===== src/rtl/av_hub_pkg.sv =====
// Shared types and helpers for the audio/video control hub.
package av_hub_pkg;

   typedef logic [7:0] bpm_t;

   localparam int FRAME_CNT_W = 16;

   // Zero means "no lock" and passes through; anything else is held inside [lo, hi].
   function automatic bpm_t clamp_bpm(input bpm_t v, input bpm_t lo, input bpm_t hi);
      bpm_t r;
      if (v == 8'd0) begin
         r = 8'd0;
      end else if (v < lo) begin
         r = lo;
      end else if (v > hi) begin
         r = hi;
      end else begin
         r = v;
      end
      return r;
   endfunction

endpackage


===== src/rtl/key_debounce.sv =====
// Synchronises one raw active-low key and debounces it; reports the debounced
// level and a one-cycle pulse on each debounced press (1->0).
module key_debounce #(
   parameter int DEBOUNCE_CYC = 250000
) (
   input  logic clk,
   input  logic reset,
   input  logic key_raw,
   output logic key_level,
   output logic press_pulse
);

   localparam int CNT_W = (DEBOUNCE_CYC > 1) ? $clog2(DEBOUNCE_CYC) : 1;
   localparam logic [CNT_W-1:0] CNT_LAST = CNT_W'(DEBOUNCE_CYC - 1);

   logic [1:0]       sync_r;
   logic [CNT_W-1:0] cnt_r;
   logic             settle_s;

   // Synced sample has disagreed with the level for DEBOUNCE_CYC samples in a row.
   assign settle_s = (sync_r[1] != key_level) && (cnt_r == CNT_LAST);

   // Synchroniser, run-length counter and debounced level
   always_ff @(posedge clk or posedge reset) begin
      if (reset) begin
         sync_r      <= 2'b11;
         cnt_r       <= '0;
         key_level   <= 1'b1;
         press_pulse <= 1'b0;
      end else begin
         sync_r      <= {sync_r[0], key_raw};
         press_pulse <= settle_s && !sync_r[1];
         if (sync_r[1] == key_level) begin
            cnt_r <= '0;
         end else if (settle_s) begin
            cnt_r     <= '0;
            key_level <= sync_r[1];
         end else begin
            cnt_r <= cnt_r + CNT_W'(1);
         end
      end
   end

endmodule


===== src/rtl/av_control_hub.sv =====
// Frame-synchronous control hub: key enables, clamped BPM and beat hold, all committed at frame start.
// Define AV_HUB_KEY_MOMENTARY_EN for enable-while-held keys instead of toggle-on-press.
module av_control_hub
   import av_hub_pkg::*;
#(
   parameter int NUM_FILTERS  = 4,
   parameter int BPM_W        = 8,
   parameter int MIN_BPM      = 40,
   parameter int MAX_BPM      = 200,
   parameter int DEBOUNCE_CYC = 250000,
   parameter int HOLD_FRAMES  = 3
) (
   input  logic                   clk,
   input  logic                   reset,
   input  logic [NUM_FILTERS-1:0] key_n,
   input  logic [BPM_W-1:0]       bpm_in,
   input  logic                   bpm_valid,
   input  logic                   beat_in,
   input  logic                   frame_start,
   output logic [NUM_FILTERS-1:0] filter_enable,
   output logic [BPM_W-1:0]       bpm_frame,
   output logic                   beat_active,
   output logic [FRAME_CNT_W-1:0] frame_count
);

   localparam int HOLD_W = (HOLD_FRAMES < 1) ? 1 : $clog2(HOLD_FRAMES + 1);

   logic [NUM_FILTERS-1:0] pend_next_s;
   logic [BPM_W-1:0]       pend_bpm_r;
   logic [BPM_W-1:0]       bpm_clamped_s;
   logic [1:0]             beat_sync_r;
   logic                   beat_prev_r;
   logic                   beat_rise_s;
   logic [HOLD_W-1:0]      hold_cnt_r;
   logic [HOLD_W-1:0]      hold_next_s;

`ifdef AV_HUB_KEY_MOMENTARY_EN
   logic [NUM_FILTERS-1:0] key_level_s;

   for (genvar i = 0; i < NUM_FILTERS; i++) begin : g_key
      key_debounce #(.DEBOUNCE_CYC(DEBOUNCE_CYC)) u_debounce (
         .clk         (clk),
         .reset       (reset),
         .key_raw     (key_n[i]),
         .key_level   (key_level_s[i]),
         .press_pulse ()
      );
   end

   assign pend_next_s = ~key_level_s;
`else
   logic [NUM_FILTERS-1:0] press_s;
   logic [NUM_FILTERS-1:0] pend_en_r;

   for (genvar i = 0; i < NUM_FILTERS; i++) begin : g_key
      key_debounce #(.DEBOUNCE_CYC(DEBOUNCE_CYC)) u_debounce (
         .clk         (clk),
         .reset       (reset),
         .key_raw     (key_n[i]),
         .key_level   (),
         .press_pulse (press_s[i])
      );
   end

   // A press landing on the frame_start cycle is already folded into what gets committed.
   assign pend_next_s = pend_en_r ^ press_s;

   // Pending toggle state per filter stage
   always_ff @(posedge clk or posedge reset) begin
      if (reset) begin
         pend_en_r <= '0;
      end else begin
         pend_en_r <= pend_next_s;
      end
   end
`endif

   assign bpm_clamped_s = BPM_W'(clamp_bpm(bpm_t'(bpm_in), bpm_t'(MIN_BPM), bpm_t'(MAX_BPM)));

   // Pending BPM captured on every valid estimate
   always_ff @(posedge clk or posedge reset) begin
      if (reset) begin
         pend_bpm_r <= '0;
      end else if (bpm_valid) begin
         pend_bpm_r <= bpm_clamped_s;
      end
   end

   // Frame-start commit of enables, BPM and the frame counter
   always_ff @(posedge clk or posedge reset) begin
      if (reset) begin
         filter_enable <= '0;
         bpm_frame     <= '0;
         frame_count   <= '0;
      end else if (frame_start) begin
         filter_enable <= pend_next_s;
         bpm_frame     <= bpm_valid ? bpm_clamped_s : pend_bpm_r;
         frame_count   <= frame_count + FRAME_CNT_W'(1);
      end
   end

   assign beat_rise_s = beat_sync_r[1] && !beat_prev_r;

   // Reload beats decrement when a beat edge and frame_start coincide.
   always_comb begin
      hold_next_s = hold_cnt_r;
      if (beat_rise_s) begin
         hold_next_s = HOLD_W'(HOLD_FRAMES);
      end else if (frame_start && (hold_cnt_r != '0)) begin
         hold_next_s = hold_cnt_r - HOLD_W'(1);
      end else begin
         hold_next_s = hold_cnt_r;
      end
   end

   // Beat synchroniser, edge history and hold counter
   always_ff @(posedge clk or posedge reset) begin
      if (reset) begin
         beat_sync_r <= 2'b00;
         beat_prev_r <= 1'b0;
         hold_cnt_r  <= '0;
         beat_active <= 1'b0;
      end else begin
         beat_sync_r <= {beat_sync_r[0], beat_in};
         beat_prev_r <= beat_sync_r[1];
         hold_cnt_r  <= hold_next_s;
         beat_active <= (hold_next_s != '0);
      end
   end

endmodule


===== config.mk =====
export PLATFORM = sky130hd
export DESIGN_NAME = av_control_hub
export DESIGN_NICKNAME = d
export VERILOG_FILES = /design/src/rtl/av_hub_pkg.sv /design/src/rtl/key_debounce.sv /design/src/rtl/av_control_hub.sv
export SDC_FILE = /design/constraint.sdc
export NUM_CORES = 1
export LEC_CHECK = 0
export ABC_AREA = 0
export CAP_MARGIN = 20
export CORE_UTILIZATION = 55
export CTS_BUF_LIST = sky130_fd_sc_hd__clkbuf_2
export DETAILED_ROUTE_END_ITERATION = 6
export GPL_TIMING_DRIVEN = 0
export PLACE_DENSITY = 0.77
export SYNTH_ARGS = -nofsm -noshare
export SYNTH_HDL_FRONTEND = slang
export SYNTH_SLANG_ARGS = --single-unit

===== constraint.sdc =====
create_clock -name clk -period 5.1 [get_ports clk]
set_input_delay 1.02 -clock clk [delete_from_list [all_inputs] [get_ports clk]]
set_output_delay 1.02 -clock clk [all_outputs]
set_load 0.005 [all_outputs]

==> flow_metrics.py <==
metrics = {
    "pwr": {
        "power.density_nw_per_um2": 312.0,
        "ir_drop_v": 0.0002766,
        "p_leak_nw": 2.949,
        "power.total_mw": 2.184,
    },
    "detailed_routing": {
        "wl_met3_um": 452,
        "ant_nets": 0,
        "drt_iter0_drc": 195,
        "via_per_inst": 5.633,
        "drc_errors": 0,
        "wl_met2_mm": 5.466,
        "wire_per_inst_um": 14.29,
        "top_layer_used": "met4",
        "wirelength_mm": 10.93,
        "wl_met1_mm": 4.943,
        "vias": 4309,
        "drt_pass1_iterations": 5,
    },
    "grt": {
        "grt_pass1_vias": 4294,
        "grtUsageTotal_pct": 21.58,
        "gr-total-overflow": 0,
        "grt_pass1_wl_mm": 19.09,
        "grt_max_degree": 71,
        "antenna_found_initial": 1,
    },
    "job": {
        "cap_violations": 0,
    },
    "floorplan": {
        "core_um2": 10510,
        "die_area_um2": 11440,
        "start_util_pct": 57.64,
        "io_pins": 46,
        "die_x_um": 106.9,
        "die_h_um": 106.9,
        "rows": 37,
    },
    "synth": {
        "synth-warning-count": 0,
        "synthDistinctLibCells": 48,
        "ys_seq_elements": 134,
        "syn-instance-count": 550,
        "yosysTopAreaCell": "dfrtp_1",
        "syn_nets": 573,
        "async_flop_share_pct": 100.0,
        "avgSynthCellArea_um2": 11.01,
        "synth_edf_count": 0,
        "synthTopCellsByArea": "dfrtp_1 50%, xnor2_1 7.4%, dfstp_2 5.2%, nor2_1 5.0%, xor2_1 4.0%",
        "ys_seq_area_share_pct": 55.61,
        "netlist.area_leader.share_pct": 50.40,
        "synth_area_um2": 6057,
        "synth_ff_type": "dfrtp_1",
    },
    "clocking": {
        "postCtsHoldBufs": 0,
        "clk_pin_slew_ns": 0.16,
        "htree_levels": 4,
        "clk-insertion-delay-late_ns": 0.66,
        "cts_root_buffer": "clkbuf_2",
        "post_cts_resized": 0,
        "post_cts_buffers": 0,
        "cts.sinks": 134,
        "cts_buffers": 17,
        "clk_path_buf_depth": 2,
        "cts_tree": "yes",
    },
    "finish": {
        "final_nets": 638,
        "seq_area_um2": 3368,
        "drive_gt1_share_pct": 11.94,
        "layout_commonest_cell": "dfrtp_1",
        "final_util_pct": 66.60,
        "final_cells": 765,
        "area_growth_pct": 15.55,
        "post-route-cell-area_um2": 6999,
        "final_cell_mix": "122 x dfrtp_1, 80 x nor2_1, 51 x xnor2_1",
        "fill_cells": 785,
        "multi_input_area_um2": 2582,
    },
    "timing": {
        "setup_viol": 0,
        "holdWs_ns": 0.3679,
        "fin_skew_ns": 0.02788,
        "final_hold_viol_count": 0,
        "post-route-period-util_pct": 52.40,
        "tightest_slew_ns": 0.6845,
        "period_minus_slack_ns": 2.672,
        "rsz0062_at_grt": "false",
        "final.setup.worst_slack_ns": 2.428,
        "finalMaxSlewViolations": 0,
        "max_freq_ghz": 0.3742,
        "tns_ns": 0,
        "relSlewSlack_pct": 54.37,
    },
    "worst_setup_path": {
        "r2r-end": "g_key[0].u_debounce.cnt_r[6]",
        "cp-start-kind": "flop",
        "r2r_setup_slack_ns": 2.99,
        "critical_path_class": "reg -> out",
        "cp_cell_sequence": "clkdlybuf4s50_1",
        "r2r-start": "g_key[0].u_debounce.cnt_r[9]",
        "path_buf_inv": 1,
        "arrival_ns": 1.65,
        "cp.required_ns": 4.08,
        "crit_path_max_fanout": 5,
        "critPathMaxStageDelay_ns": 0.54,
        "cp-end-kind": "output pin",
        "worst_path_max_delay_cell": "clkdlybuf4s50_1",
        "crit_family": "buffers and inverters",
        "r2r_cells": 5,
    },
    "min_path": {
        "holdPathStages": 0,
        "worst_hold_startpoint": "g_key[1].u_debounce.sync_r[0]",
        "min_to": "g_key[1].u_debounce.sync_r[1]",
        "hold_class": "reg -> reg",
    },
    "placed_design": {
        "post-dp-hpwl_mm": 7.683,
        "port-buffer-count": 45,
        "placed_area_um2": 6710,
        "pre_cts_ws_ns": 2.326,
        "place_congestion": 0.8749,
        "placedCellCount": 732,
    },
    "run_status": {
        "status": "finished clean",
    },
}
## power breakdown
group,internal [mW],total (mW),switching [mW]
Sequential,1.13,1.19,0.0598
Combinational,0.145,0.262,0.117
Clock,0.374,0.731,0.357
## cell type report
class	instances	area share, %
Timing Repair Buffer	46	6.829
Clock buffer	21	1.502
Antenna cell	1	0.03575
Tap cell	136	2.431
Buffer	10	0.6614
Sequential cell	134	48.12
Inverter	16	0.9296
Clock inverter	11	2.592
Multi-Input combinational cell	390	36.90
## per-layer routing
metal	global-route usage, %	vias up
met1	26.60	2129
met2	35.35	100
met5	0	-
li1	-	2076
met4	8.513	0
met3	6.869	4
## sequential cells by signal, summed over array words and instances (netlist names)
| signal | cells |
|---|---|
| filter_enable | 4 |
| hold_cnt_r | 2 |
| pend_en_r | 4 |
| beat_prev_r | 1 |
| g_key.u_debounce.cnt_r | 72 |
| beat_active | 1 |
| bpm_frame | 8 |
| g_key.u_debounce.key_level | 4 |
| g_key.u_debounce.sync_r | 8 |
| beat_sync_r | 2 |
| g_key.u_debounce.press_pulse | 4 |
| frame_count | 16 |
| pend_bpm_r | 8 |
## worst max path at each step
| stage | to | start | depth (start not counted) |
|---|---|---|---|
| 3_3_place_gp | g_key[1].u_debounce.press_pulse | reset | 2 |
| 5_1_grt | frame_count[5] | frame_count[5] | 1 |
| 4_1_cts | frame_count[11] | frame_count[11] | 1 |
| 3_5_place_dp | frame_count[13] | frame_start | 5 |
| 6_report | frame_count[0] | frame_count[0] | 1 |
| 2_1_floorplan | beat_active | reset | 1 |
## synth_stat cells (5+ instances only)
| cell type | n |
|---|---|
| nor4_1 | 21 |
| xnor2_1 | 51 |
| and3_1 | 5 |
| mux2_2 | 11 |
| o21ai_0 | 8 |
| ha_1 | 6 |
| or4_1 | 5 |
| nand2_1 | 35 |
| dfstp_2 | 12 |
| xor2_1 | 28 |
| nand4_1 | 27 |
| or3_1 | 6 |
| nor3_1 | 11 |
| nand3_1 | 32 |
| inv_1 | 16 |
| dfrtp_1 | 122 |
| nand2b_1 | 7 |
| a21oi_1 | 10 |
| nor2_1 | 80 |
## kinds of logic after synthesis
group	Yosys count	synth area share [%]
AND/OR/NAND/NOR	254	21.98
multiplexers	15	2.851
XOR/XNOR	79	11.42
flip-flops	134	55.61
AO/OA/AOI/OAI	35	4.978
adder cells (fa/ha/maj)	7	1.405
buffers and inverters	26	1.756
No activity file was read; power rests on OpenSTA's default activity.
